==> src/rtl/angle_sensor_poller.sv <==
// rtl/angle_sensor_poller.sv - autonomous SPI poller for a bank of AS5047-class angle encoders
//
// Ports:
//   clock, reset           system clock, asynchronous active-high reset
//   address/read/readdata  register read port (readdata registered, one cycle latency)
//   write/writedata        register write port (only bit0 of word 16 is writable)
//   waitrequest            constant 0
//   angle_miso/mosi/sck    shared SPI bus, mode 1, 16-bit MSB-first frames
//   angle_ss_n_o           active-low chip select, one per sensor
module angle_sensor_poller #(
    parameter int NUMBER_OF_SENSORS = 9,
    parameter int CLOCK_DIVIDER     = 10,
    parameter int POLL_GAP_CYCLES   = 100
) (
    input  logic                         clock,
    input  logic                         reset,
    input  logic [4:0]                   address,
    input  logic                         read,
    output logic [31:0]                  readdata,
    input  logic                         write,
    input  logic [31:0]                  writedata,
    output logic                         waitrequest,
    input  logic                         angle_miso,
    output logic                         angle_mosi,
    output logic                         angle_sck,
    output logic [NUMBER_OF_SENSORS-1:0] angle_ss_n_o
);
    localparam int GAP_CYCLES = (POLL_GAP_CYCLES < 1) ? 1 : POLL_GAP_CYCLES;
    localparam int CNT_MAX    = (CLOCK_DIVIDER > GAP_CYCLES) ? CLOCK_DIVIDER : GAP_CYCLES;
    localparam int CW         = $clog2(CNT_MAX + 1);
    localparam logic [CW-1:0] HALF_LAST  = CW'(CLOCK_DIVIDER - 1);
    localparam logic [CW-1:0] GAP_LAST   = CW'(GAP_CYCLES - 1);
    localparam logic [3:0]    LAST_INDEX = 4'(NUMBER_OF_SENSORS - 1);
    // Read ANGLECOM with the parity bit set.
    localparam logic [15:0]   COMMAND    = 16'hFFFF;

    typedef enum logic [2:0] {IDLE, SELECT, SHIFT, DESELECT, GAP} state_t;

    state_t                       state, state_next;
    logic [CW-1:0]                count, count_next;
    logic [3:0]                   index, index_next;
    logic [3:0]                   bit_cnt, bit_cnt_next;
    logic [15:0]                  shreg, shreg_next;
    logic                         sck_next, mosi_next;
    logic [NUMBER_OF_SENSORS-1:0] ss_n_next;
    logic                         latch, sweep_done;

    logic                         enable;
    logic [31:0]                  sweep_count;
    logic [31:0]                  read_mux;
    logic [13:0]                  angle_reg [NUMBER_OF_SENSORS];
    logic [NUMBER_OF_SENSORS-1:0] error_reg, parity_reg, valid_reg, seen_reg;
    logic                         unused_wdata;

    assign waitrequest  = 1'b0;
    assign unused_wdata = ^writedata[31:1];

    always_comb begin
        state_next   = state;
        count_next   = count + 1'b1;
        index_next   = index;
        bit_cnt_next = bit_cnt;
        shreg_next   = shreg;
        sck_next     = angle_sck;
        mosi_next    = angle_mosi;
        ss_n_next    = '1;
        latch        = 1'b0;
        sweep_done   = 1'b0;
        case (state)
            IDLE: begin
                count_next = '0;
                if (enable) begin
                    state_next = SELECT;
                    index_next = '0;
                end
            end
            SELECT: begin
                if (count == HALF_LAST) begin
                    state_next   = SHIFT;
                    count_next   = '0;
                    bit_cnt_next = 4'd15;
                    sck_next     = 1'b1;
                    mosi_next    = COMMAND[15];
                end
            end
            SHIFT: begin
                if (count == HALF_LAST) begin
                    count_next = '0;
                    if (angle_sck) begin
                        // Falling edge: capture MISO, which the sensor set up on the rising edge.
                        sck_next     = 1'b0;
                        shreg_next   = {shreg[14:0], angle_miso};
                        bit_cnt_next = bit_cnt - 4'd1;
                        if (bit_cnt == 4'd0) begin
                            state_next = DESELECT;
                            mosi_next  = 1'b0;
                        end
                    end else begin
                        sck_next  = 1'b1;
                        mosi_next = COMMAND[bit_cnt];
                    end
                end
            end
            DESELECT: begin
                // The last bit entered shreg on the edge that got us here.
                latch = (count == '0);
                if (count == HALF_LAST) begin
                    count_next = '0;
                    if (index == LAST_INDEX) begin
                        state_next = GAP;
                        sweep_done = 1'b1;
                    end else begin
                        state_next = SELECT;
                        index_next = index + 4'd1;
                    end
                end
            end
            GAP: begin
                if (count == GAP_LAST) begin
                    state_next = IDLE;
                    count_next = '0;
                end
            end
            default: state_next = IDLE;
        endcase
        if (state_next == SELECT || state_next == SHIFT) begin
            for (int i = 0; i < NUMBER_OF_SENSORS; i++) begin
                if (index_next == 4'(i)) ss_n_next[i] = 1'b0;
            end
        end
    end

    always_ff @(posedge clock or posedge reset) begin
        if (reset) begin
            state        <= IDLE;
            count        <= '0;
            index        <= '0;
            bit_cnt      <= '0;
            shreg        <= '0;
            angle_sck    <= 1'b0;
            angle_mosi   <= 1'b0;
            angle_ss_n_o <= '1;
        end else begin
            state        <= state_next;
            count        <= count_next;
            index        <= index_next;
            bit_cnt      <= bit_cnt_next;
            shreg        <= shreg_next;
            angle_sck    <= sck_next;
            angle_mosi   <= mosi_next;
            angle_ss_n_o <= ss_n_next;
        end
    end

    // Each response answers the previous command, so a sensor's first frame is never valid.
    always_ff @(posedge clock or posedge reset) begin
        if (reset) begin
            for (int i = 0; i < NUMBER_OF_SENSORS; i++) angle_reg[i] <= '0;
            error_reg   <= '0;
            parity_reg  <= '0;
            valid_reg   <= '0;
            seen_reg    <= '0;
            sweep_count <= '0;
        end else begin
            for (int i = 0; i < NUMBER_OF_SENSORS; i++) begin
                if (latch && index == 4'(i)) begin
                    angle_reg[i]  <= shreg[13:0];
                    error_reg[i]  <= shreg[14];
                    parity_reg[i] <= ^shreg;
                    valid_reg[i]  <= seen_reg[i] & ~(^shreg);
                    seen_reg[i]   <= 1'b1;
                end
            end
            if (sweep_done) sweep_count <= sweep_count + 32'd1;
        end
    end

    always_comb begin
        read_mux = '0;
        for (int i = 0; i < NUMBER_OF_SENSORS; i++) begin
            if (address == 5'(i)) begin
                read_mux = {valid_reg[i], error_reg[i], parity_reg[i], 15'b0, angle_reg[i]};
            end
        end
        case (address)
            5'd16:   read_mux = {31'b0, enable};
            5'd17:   read_mux = sweep_count;
            5'd18:   read_mux = {27'b0, state != IDLE, index};
            default: ;
        endcase
    end

    always_ff @(posedge clock or posedge reset) begin
        if (reset) begin
            enable   <= 1'b0;
            readdata <= '0;
        end else begin
            if (write && address == 5'd16) enable <= writedata[0];
            if (read) readdata <= read_mux;
        end
    end
endmodule
==> config.mk <==
export PLATFORM = sky130hd
export DESIGN_NAME = angle_sensor_poller
export DESIGN_NICKNAME = d
export VERILOG_FILES = /design/src/rtl/angle_sensor_poller.sv
export SDC_FILE = /design/constraint.sdc
export NUM_CORES = 1
export LEC_CHECK = 0
export ABC_CLOCK_PERIOD_IN_PS = 12200
export CORE_UTILIZATION = 60
export DETAILED_ROUTE_END_ITERATION = 6
export DONT_BUFFER_PORTS = 1
export MAX_ROUTING_LAYER = met4
export PLACE_DENSITY = 0.83
export SLEW_MARGIN = 40
export SYNTH_ARGS = -nofsm -noshare
export SYNTH_HDL_FRONTEND = slang
export SYNTH_SLANG_ARGS = --single-unit
==> constraint.sdc <==
create_clock -name clock -period 12.2 [get_ports clock]
set_input_delay 1.83 -clock clock [delete_from_list [all_inputs] [get_ports clock]]
set_output_delay 1.83 -clock clock [all_outputs]
set_load 0.01 [all_outputs]
==> summary.md, run 1 <==
| Metric | Value |
|---|---|
| Synth cell types | `65` |
| Dpl cells | `1306` |
| CP peak stage delay | `about 0.66 ns` |
| Critical Path Fanout Max | `13` |
| Post_cts resized | `0` |
| Row cnt | `between 50 and 60` |
| Drt pass-1 iters | `5` |
| Largest net degree at the start of global routing | `between 100 and 150` |
| Rel. slew slack | `a little over two fifths` |
| Root buffer cell | `clkbuf_16` |
| CP max stage cell | `and2_1` |
| Status | `finished clean` |
| #FFs+latches synth | `about 270` |
| Post-route cell area | `around 14000 um2` |
| Routed Wire Length | `around 29000 um` |
| Critical path buffers and inverters | `0` |
| Syn nets | `between 1000 and 1500` |
| TritonCTS Buffers | `28` |
| Share of flip-flops with an asynchronous set or reset | `100%` |
| Max-slew violations | `0` |
| Hold_buf cts | `0` |
| Die H | `about 150 um` |
| ANT cells | `0` |
| Delay-heaviest family, CP | `simple AND/OR/NAND/NOR gates` |
| Seq/Total Area, Yosys | `53.8%` |
| Final Non-Filler Cells | `approximately 1400` |
| Final Util | `approximately two thirds` |
| RSZ-0062 raised after global routing | `no` |
| Placer Congestion | `0.845` |
| Crit path DAT | `between 3 and 4 ns` |
| Via count | `8757` |
| Leakage Power | `around 6.4 nW` |
| Initial antenna violation count | `0` |
| Min-Delay Path Class | `reg2reg` |
| Tightest Pin Transition | `roughly 0.84 ns` |
| Tot GR Track Use | `29.0%` |
| Sink Count | `about 270` |
| CTS tree | `yes` |
| CTS max path bufs | `3` |
| Worst skew pair latency | `0.55 ns` |
| Crit. End Element | `flip-flop` |
| H-tree depth | `1` |
| # DRC | `0` |
| Global route overflow | `0` |
| Vias in the first global route | `a little over 9000` |
| NumNets Final | `1117` |
| Setup Crit Path Kind | `in2reg` |
| Initial Util | `62.0%` |
| EDFF count, synth | `0` |
| Pwr Total | `between 1.5 and 2 mW` |
| Top cells by area, synth | `dfrtp_1 52%, mux2_2 14%, xnor2_1 2.8%` |
| Dpl hpwl | `between 15000 and 20000 um` |
| Port-buffer cells | `0` |
| Fin Setup TNS | `0 ns` |
| Final Hold Vio Count | `0` |
| First-pass GRT wire length | `48300 um` |
| Post-Synthesis Cells | `1107` |
| Area grow syn2layout | `8.57%` |
| Die area | `roughly 22000 um2` |
| Setup Buffers After CTS | `0` |
| Skew final | `~0.014 ns` |
| Syn Std Cell Area | `around 13000 um2` |
| Die Wd | `about 150 um` |
| Top_reg_cell synth | `dfrtp_1` |
| Post-route ant nets | `0` |
| Setup crit start kind | `primary input` |
| Max VDD drop | `122 uV` |
| Most common cell after layout, fill and taps aside | `dfrtp_1` |
| Leading cell types in the layout, fill and taps excluded | `263 x dfrtp_1, 153 x mux2_2, 70 x nand3_1, 66 x o21ai_0, 52 x nand2_1` |
| Cell accounting for the most synthesized area | `dfrtp_1` |
| Period utilization | `a little over a quarter` |
| Maxcap violations | `0` |
| Yosys top cell area share | `~52%` |
| Ys Warns | `0` |
| Placed Instance Area | `12800 um2` |
| Initial DRC count | `between 600 and 700` |
| Drt wl/cell | `21.8 um` |
| Worst Hold Slack | `between 0.4 and 0.5 ns` |
| Place WS | `between 8 and 9 ns` |
| Mapped Avg Cell Area | `~11 um2` |
| PD cells | `between 100 and 150 nW/um2` |
| Share of layout cells above drive strength 1 | `22.2%` |
| Max Fclk | `312 MHz` |
| I/O Pins | `between 80 and 90` |
| Worst endpoint required time | `12.68 ns` |
| Cell Chain, Critical Path | `nor4b_1 -> and2_1 -> a221oi_1 -> a31oi_1 -> o22a_1` |
| CTS clock-pin slew for the worst setup and hold paths | `0.06 ns` |
| Final Setup Violations | `0` |
| Largest register FFs | `between 100 and 150` |
| Core area | `approximately 20000 um2` |
| Fin crit period | `~3.2 ns` |
| Number of vias per cell | `approximately 6.5` |
| Final setup margin | `roughly 9.0 ns` |
## cells in the mapped netlist (all sizes together) (10+ instances only)
library cell,count
dfrtp,263
mux2,153
nand3,71
clkbuf,66
o21ai,66
nand2,61
inv,47
xnor2,41
nor2,29
nor3,19
a21oi,16
mux2i,15
nand4,14
xor2,14
o211ai,13
a2bb2oi,12
a22o,11
a22oi,11
and2,11
and3,11
nor4,11
o221ai,11
buf,10
nand2b,10
nor2b,10
## cell families (layout without fill, tap and decap cells)
family | Yosys count | after routing | share of synthesized area [%]
and+or+nand+nor | 278 | 278 | 12.0
DFF | 272 | 272 | 53.8
AOI/OAI and AO/OA | 201 | 201 | 11.0
muxes | 168 | 168 | 14.8
buffers and inverters | 123 | 102 | 3.70
xor gates and xnor gates | 55 | 55 | 3.80
adders and majority gates | 9 | 9 | 0.889
other | 1 | 1 | 0.0296
## power breakdown
group          leakage [nW]  switching (mW)  total [mW]  internal (mW)
registers              3.74          0.0365       0.966          0.929
clock network         0.463           0.352       0.852          0.500
logic                  2.18           0.105       0.167         0.0619
## area by class of cell
type / instances / area (um2)
Multi-Input combinational cell: 712 / 5420
Tap cell: 270 / 338
Clock inverter: 7 / 41.3
Sequential cell: 272 / 6820
Clock buffer: 43 / 890
Fill cell: 1501 / 6680
Inverter: 47 / 189
Timing Repair Buffer: 5 / 47.5
## worst paths after layout
path	from	end	slack, ns	depth (start not counted)
worst max-delay path	address[4]	readdata[4]	8.99	5
worst min-delay path	seen_reg[8]	seen_reg[8]	0.46	2
worst max register to register	index[1]	sweep_count[27]	9.26	7
worst min register to register	seen_reg[8]	seen_reg[8]	0.46	2
max in group asynchronous	reset	angle_reg[121]	9.80	2
min in group asynchronous	reset	readdata[20]	1.19	1
## routing by layer
metal	share of wire [%]	global-route usage [%]	vias up	wire, um
met3	7.2	5.37	60	2120
met1	41	37.2	4465	12200
met4	2.0	8.30	0	589
li1	-	-	3899	-
met5	0	-	-	0
met2	49	47.3	333	14600
## worst register-to-register path, cell delays in order, from the launching register on
cell and delay (ns):
dfrtp_1 0.48, inv_1 0.13, ha_1 0.31, nand3b_1 0.25
or4_1 0.75, nor2_1 0.51, nand4_1 0.22, xnor2_1 0.18
Note: power is estimated with default switching activity, not from simulation.
==> run 2, diff against run 1 <==
Settings changed: ABC_CLOCK_PERIOD_IN_PS 12200 to 2700, CORE_UTILIZATION 60 to 58.
Clock period 12.2 ns to 2.7 ns, I/O delays scaled along.
==> summary.md, run 2 (same netlist as run 1, synthesis figures left out) <==
| Metric | Value |
|---|---|
| Initial antenna violation count | `1 (+1)` |
| CTS max path bufs | `3 (unchanged)` |
| Register area | `6820 um2 (unchanged)` |
| CTS clock-pin slew for the worst setup and hold paths | `0.06 ns (about the same)` |
| RSZ-0062 raised after global routing | `yes` |
| Drt wl/cell | `22.0 um (+1.1%)` |
| Placed Instance Area | `13000 um2 (+1.6%)` |
| Most common cell after layout, fill and taps aside | `dfrtp_1` |
| I/O Pins | `86 (unchanged)` |
| Critical Path Fanout Max | `19 (+6)` |
| Crit. End Element | `flip-flop` |
| # DRC | `0 (unchanged)` |
| Largest net degree at the start of global routing | `147 (+30%)` |
| Die area | `22400 um2 (+3.4%)` |
| Max Fclk | `approximately 370 MHz` |
| Tot GR Track Use | `29.3% (+0.24 points)` |
| Pwr Total | `9.43 mW (+380%)` |
| Rel. slew slack | `41.0% (-2.9 points)` |
| Drt pass-1 iters | `5 (unchanged)` |
| Multi-input logic area | `5380 um2 (-0.83%)` |
| Area grow syn2layout | `11.3%` |
| Status | `finished clean` |
| Worst skew pair latency | `0.55 ns (about the same)` |
| TritonCTS Buffers | `28 (unchanged)` |
| Global route overflow | `0 (unchanged)` |
| Max-slew violations | `0 (unchanged)` |
| Sink Count | `272 (unchanged)` |
| Leakage Power | `6.59 nW (+3.3%)` |
| Die H | `150 um (+1.7%)` |
| PD cells | `669 nW/um2 (+360%)` |
| Setup crit start kind | `flip-flop` |
| Share of layout cells above drive strength 1 | `23.5% (+1.3 points)` |
| H-tree depth | `1 (unchanged)` |
| Post_cts resized | `0 (unchanged)` |
| Maxcap violations | `0 (unchanged)` |
| Routed Wire Length | `30700 um (+4.2%)` |
| Min-Delay Path Class | `in2reg` |
| Largest register FFs | `126 (unchanged)` |
| First-pass GRT wire length | `49300 um (+2.1%)` |
| Core area | `21200 um2 (+3.9%)` |
| Vias in the first global route | `9210 (+0.79%)` |
| Period utilization | `between 90% and 100%` |
| Die Wd | `150 um (+1.7%)` |
| CTS tree | `yes` |
| Placer Congestion | `0.892 (+5.5%)` |
| Skew final | `0.0125 ns (-0.00174 ns)` |
| Post-route ant nets | `0 (unchanged)` |
| Hold depth | `1 (-1)` |
| Worst Reg-to-Reg Cells | `7 (unchanged)` |
| Max VDD drop | `709 uV (+480%)` |
| Via count | `8990 (+2.7%)` |
| Row cnt | `53 (+1.9%)` |
| Leading cell types in the layout, fill and taps excluded | `263 x dfrtp_1, 153 x mux2_2, 71 x nand3_1, 66 x o21ai_0, 53 x nand2_1` |
| Final Setup Violations | `0 (unchanged)` |
| Initial DRC count | `577 (-9.4%)` |
| Number of vias per cell | `6.44 (-0.35%)` |
| NumNets Final | `1151 (+3.0%)` |
| Initial Util | `59.7% (-2.3 points)` |
| Final Non-Filler Cells | `1397 (+3.0%)` |
| Final Hold Vio Count | `0 (unchanged)` |
| Crit path DAT | `3.05 ns (-0.64 ns)` |
| Setup Crit Path Kind | `reg2reg` |
| Setup Buffers After CTS | `0 (unchanged)` |
| Fin crit period | `around 2.7 ns` |
| Dpl cells | `1340 (+2.6%)` |
| Port-buffer cells | `0 (unchanged)` |
| Root buffer cell | `clkbuf_16` |
| Post-route cell area | `14100 um2 (+2.6%)` |
| Tightest Pin Transition | `0.882 ns (+0.0449 ns)` |
| Dpl hpwl | `19200 um (+1.2%)` |
| Fill count | `1514 (+0.87%)` |
| Worst endpoint required time | `3.08 ns (-9.60 ns)` |
==> run 2: per-layer routing <==
metal | vias to the layer above | GRT usage [%] | wire length [um]
li1 | 3965 | - | -
met1 | 4567 | 37.1 | 12600
met2 | 380 | 48.0 | 15000
met3 | 78 | 4.73 | 2240
met4 | 0 | 9.60 | 894
met5 | - | - | 0
==> run 2: power by group <==
part	internal, mW	switching, mW
sequential	4.20	0.133
combinational	0.327	0.516
clock	2.63	1.63
total	7.16	2.28
==> run 2: worst paths after layout <==
check	start	to	slack, ns
max in group asynchronous	reset	angle_ss_n_o[1]	1.46
worst min-delay path	read	readdata[22]	0.002
worst max register to register	count[1]	valid_reg[0]	0.02
worst min register to register	seen_reg[5]	seen_reg[5]	0.47
min in group asynchronous	reset	angle_reg[15]	0.23
worst max-delay path	count[1]	valid_reg[0]	0.02
==> run 2: worst max-delay path, stage by stage, from the launching register on <==
cell     delay [ns]
dfrtp_1        0.40
inv_1          0.09
ha_1           0.15
or3b_2         0.52
nor4_4         0.50
nand2_2        0.47
nand2_1        0.25
o21ai_0        0.14
==> run 2: timing repair <==
item | in CTS | in global routing
setup endpoints to repair | 0 | 57
hold buffers | 3 | 1
hold endpoints to repair | 11 | 2
==> run 2: layout make-up <==
cell class	count	share of cell area [%]
flip-flops and latches	272	48.4
multi-input cells	712	38.1
clock buffers	40	5.94
repair buffers	39	2.47
well taps	275	2.44
clock inverters	11	1.35
inverters	47	1.28
diodes	1	0.0178
==> run 2: metrics by stage <==
step                hold slack (ns)  setup WS, ns  utilization, %  TNS (ns)
detailed placement            0.179        0.0552            61.3         0
CTS                        0.000389        0.0488            66.2         0
global route                0.00882       -0.0586            66.4     -1.09
global placement              0.178         0.140            61.3         0
floorplan                     0.414         -1.29               -   -343.14
finish                      0.00179        0.0241            66.4         0
==> run 3, diff against run 2 <==
Settings changed: CORE_UTILIZATION 58 to 55, PLACE_DENSITY 0.83 to 0.8.
==> summary.md, run 3 (same netlist as run 1, synthesis figures left out) <==
| Metric | Value |
|---|---|
| Post-route cell area | `14100 um2 (-0.17%)` |
| Area grow syn2layout | `11.2%` |
| Worst endpoint required time | `3.13 ns (+0.05 ns)` |
| Worst skew pair latency | `0.55 ns (about the same)` |
| Most common cell after layout, fill and taps aside | `dfrtp_1` |
| P_int | `6.92 mW (-3.3%)` |
| Comb pwr share | `9.2% (+0.3 points)` |
| I/O Pins | `86 (unchanged)` |
| Sink Count | `272 (unchanged)` |
| Routed Wire Length | `30000 um (-2.3%)` |
| Leakage Power | `6.59 nW (about the same)` |
| First-pass GRT wire length | `49400 um (+0.17%)` |
| Root buffer cell | `clkbuf_16` |
| Sequential Power Share | `47.1% (+1.2 points)` |
| Placer Congestion | `0.902 (+1.1%)` |
| Maxcap violations | `0 (unchanged)` |
| H-tree depth | `1 (unchanged)` |
| Crit. End Element | `flip-flop` |
| Drt pass-1 iters | `5 (unchanged)` |
| Sw Pwr | `2.26 mW (-0.49%)` |
| Dpl hpwl | `19400 um (+0.95%)` |
| Period utilization | `99.9% (+0.77 points)` |
| Fin crit period | `2.70 ns (+0.0208 ns)` |
| Final Setup Violations | `0 (unchanged)` |
| Leading cell types in the layout, fill and taps excluded | `263 x dfrtp_1, 153 x mux2_2, 71 x nand3_1, 66 x o21ai_0, 53 x nand2_1` |
| Fraction of power consumed by the clock network | `43.7% (-1.4 points)` |
| # DRC | `0 (unchanged)` |
| Share of layout cells above drive strength 1 | `24.1% (+0.63 points)` |
| Critical path buffers and inverters | `1 (unchanged)` |
| Skew final | `0.0138 ns (+0.00122 ns)` |
| Initial Util | `55.9% (-3.7 points)` |
| Drt wl/cell | `21.3 um (-3.2%)` |
| Worst Hold Slack | `0.0101 ns (+0.00831 ns)` |
| Final setup margin | `0.00326 ns (-0.0208 ns)` |
| Place WS | `0.0425 ns (-0.0127 ns)` |
| Vias in the first global route | `8877 (-3.6%)` |
| Worst reg2reg path startpoint | `count[0]` |
| CTS clock-pin slew for the worst setup and hold paths | `0.06 ns (about the same)` |
| Max VDD drop | `378 uV (-47%)` |
| Status | `finished clean` |
| Global route overflow | `0 (unchanged)` |
| Min-Delay Path Class | `in2reg` |
| Sw Ratio | `24.7% (+0.53 points)` |
| Rel. slew slack | `42.2% (+1.1 points)` |
| TritonCTS Buffers | `28 (unchanged)` |
| Initial DRC count | `735 (+27%)` |
| Largest register FFs | `126 (unchanged)` |
| Die area | `23600 um2 (+5.4%)` |
| Via count | `8876 (-1.3%)` |
| Die Wd | `154 um (+2.7%)` |
| Delay-heaviest family, CP | `simple AND/OR/NAND/NOR gates` |
| Row cnt | `55 (+3.8%)` |
| Reg-to-reg setup timing slack | `0.003 ns (-0.02 ns)` |
| ANT cells | `0 (-1)` |
| Largest net degree at the start of global routing | `118 (-20%)` |
| Port-buffer cells | `0 (unchanged)` |
| NumNets Final | `1154 (+0.26%)` |
| CP max stage cell | `nor4_4` |
| Worst Setup SP | `count[0]` |
| Setup Crit Path Kind | `reg2reg` |
| Placed Instance Area | `13100 um2 (+0.48%)` |
| CP peak stage delay | `0.53 ns (about the same)` |
| Hold wc startpoint | `angle_miso` |
| Tightest Pin Transition | `0.864 ns (-0.0182 ns)` |
| Die H | `154 um (+2.7%)` |
| RSZ-0062 raised after global routing | `yes` |
| Crit path DAT | `3.12 ns (+0.07 ns)` |
| Max Fclk | `371 MHz (-0.77%)` |
| Max-slew violations | `0 (unchanged)` |
| Initial antenna violation count | `0 (-1)` |
| Fill count | `1663 (+9.8%)` |
| Cell Chain, Critical Path | `inv_1 -> ha_1 -> or3b_2 -> nor4_4 -> nand2_2 -> mux2_2` |
| Core area | `22600 um2 (+6.7%)` |
| PD cells | `653 nW/um2 (-2.5%)` |
| Number of vias per cell | `6.30 (-2.2%)` |
| Final Hold Vio Count | `0 (unchanged)` |
| Setup crit start kind | `flip-flop` |
| CTS max path bufs | `3 (unchanged)` |
| CTS tree | `yes` |
| Post-route ant nets | `0 (unchanged)` |
| Critical Path Fanout Max | `19 (unchanged)` |
| Tot GR Track Use | `27.3% (-2.0 points)` |
-- run 3: worst reg2reg max path: stages, from the launching register on --
cell     delay (ns)
dfrtp_1        0.42
inv_1          0.07
ha_1           0.14
or3b_2         0.52
nor4_4         0.53
nand2_2        0.48
mux2_2         0.42
-- run 3: path summary, 6_finish.rpt --
check                                end  cells past startpoint
setup / recovery           angle_reg[78]                      6
hold / removal                  shreg[0]                      1
setup reg to reg           angle_reg[78]                      6
hold reg to reg              seen_reg[8]                      2
max in group asynchronous       count[3]                      3
min in group asynchronous  angle_reg[15]                      3
-- run 3: layout make-up --
class	instances	area (um2)	area share, %
Sequential cell	272	6820	48.4
Clock buffer	40	857	6.09
Clock inverter	12	118	0.836
Tap cell	285	357	2.53
Inverter	47	180	1.28
Multi-Input combinational cell	712	5380	38.3
Timing Repair Buffer	42	360	2.56
-- run 3: power groups by stage --
stage	Clock (mW)	Combinational [mW]	Sequential (mW)
after global placement	0	0.813	4.39
after floorplan	0	0.647	4.37
after global routing	4.22	0.947	4.34
after detailed placement	0	0.832	4.39
after CTS	4.06	0.846	4.32
final	4.01	0.848	4.32
-- run 3: stage by stage --
stage / util (%) / setup TNS (ns) / power [mW] / cells
2_1_floorplan: - / -343.14 / 5.01 / 1107
3_3_place_gp: 57.7 / 0 / 5.20 / 1355
3_5_place_dp: 57.7 / 0 / 5.23 / 1355
4_1_cts: 62.1 / 0 / 9.23 / 1410
5_1_grt: 62.2 / -3.01 / 9.51 / 1410
6_report: 62.2 / 0 / 9.19 / 1410
-- run 3: what timing repair did --
action                                 CTS  global route
gates resized for setup                  0             2
endpoints found under the hold margin  168             0
setup endpoints to repair                0            64
buffers inserted                         0             0
hold buffers                             3             0
-- run 3: routing by layer --
layer	global-route usage, %	part of all wire (%)	up-vias
met5	-	0	-
met4	7.48	2.0	0
met3	4.17	6.5	59
met2	43.9	49	326
met1	36.1	43	4516
li1	-	-	3975
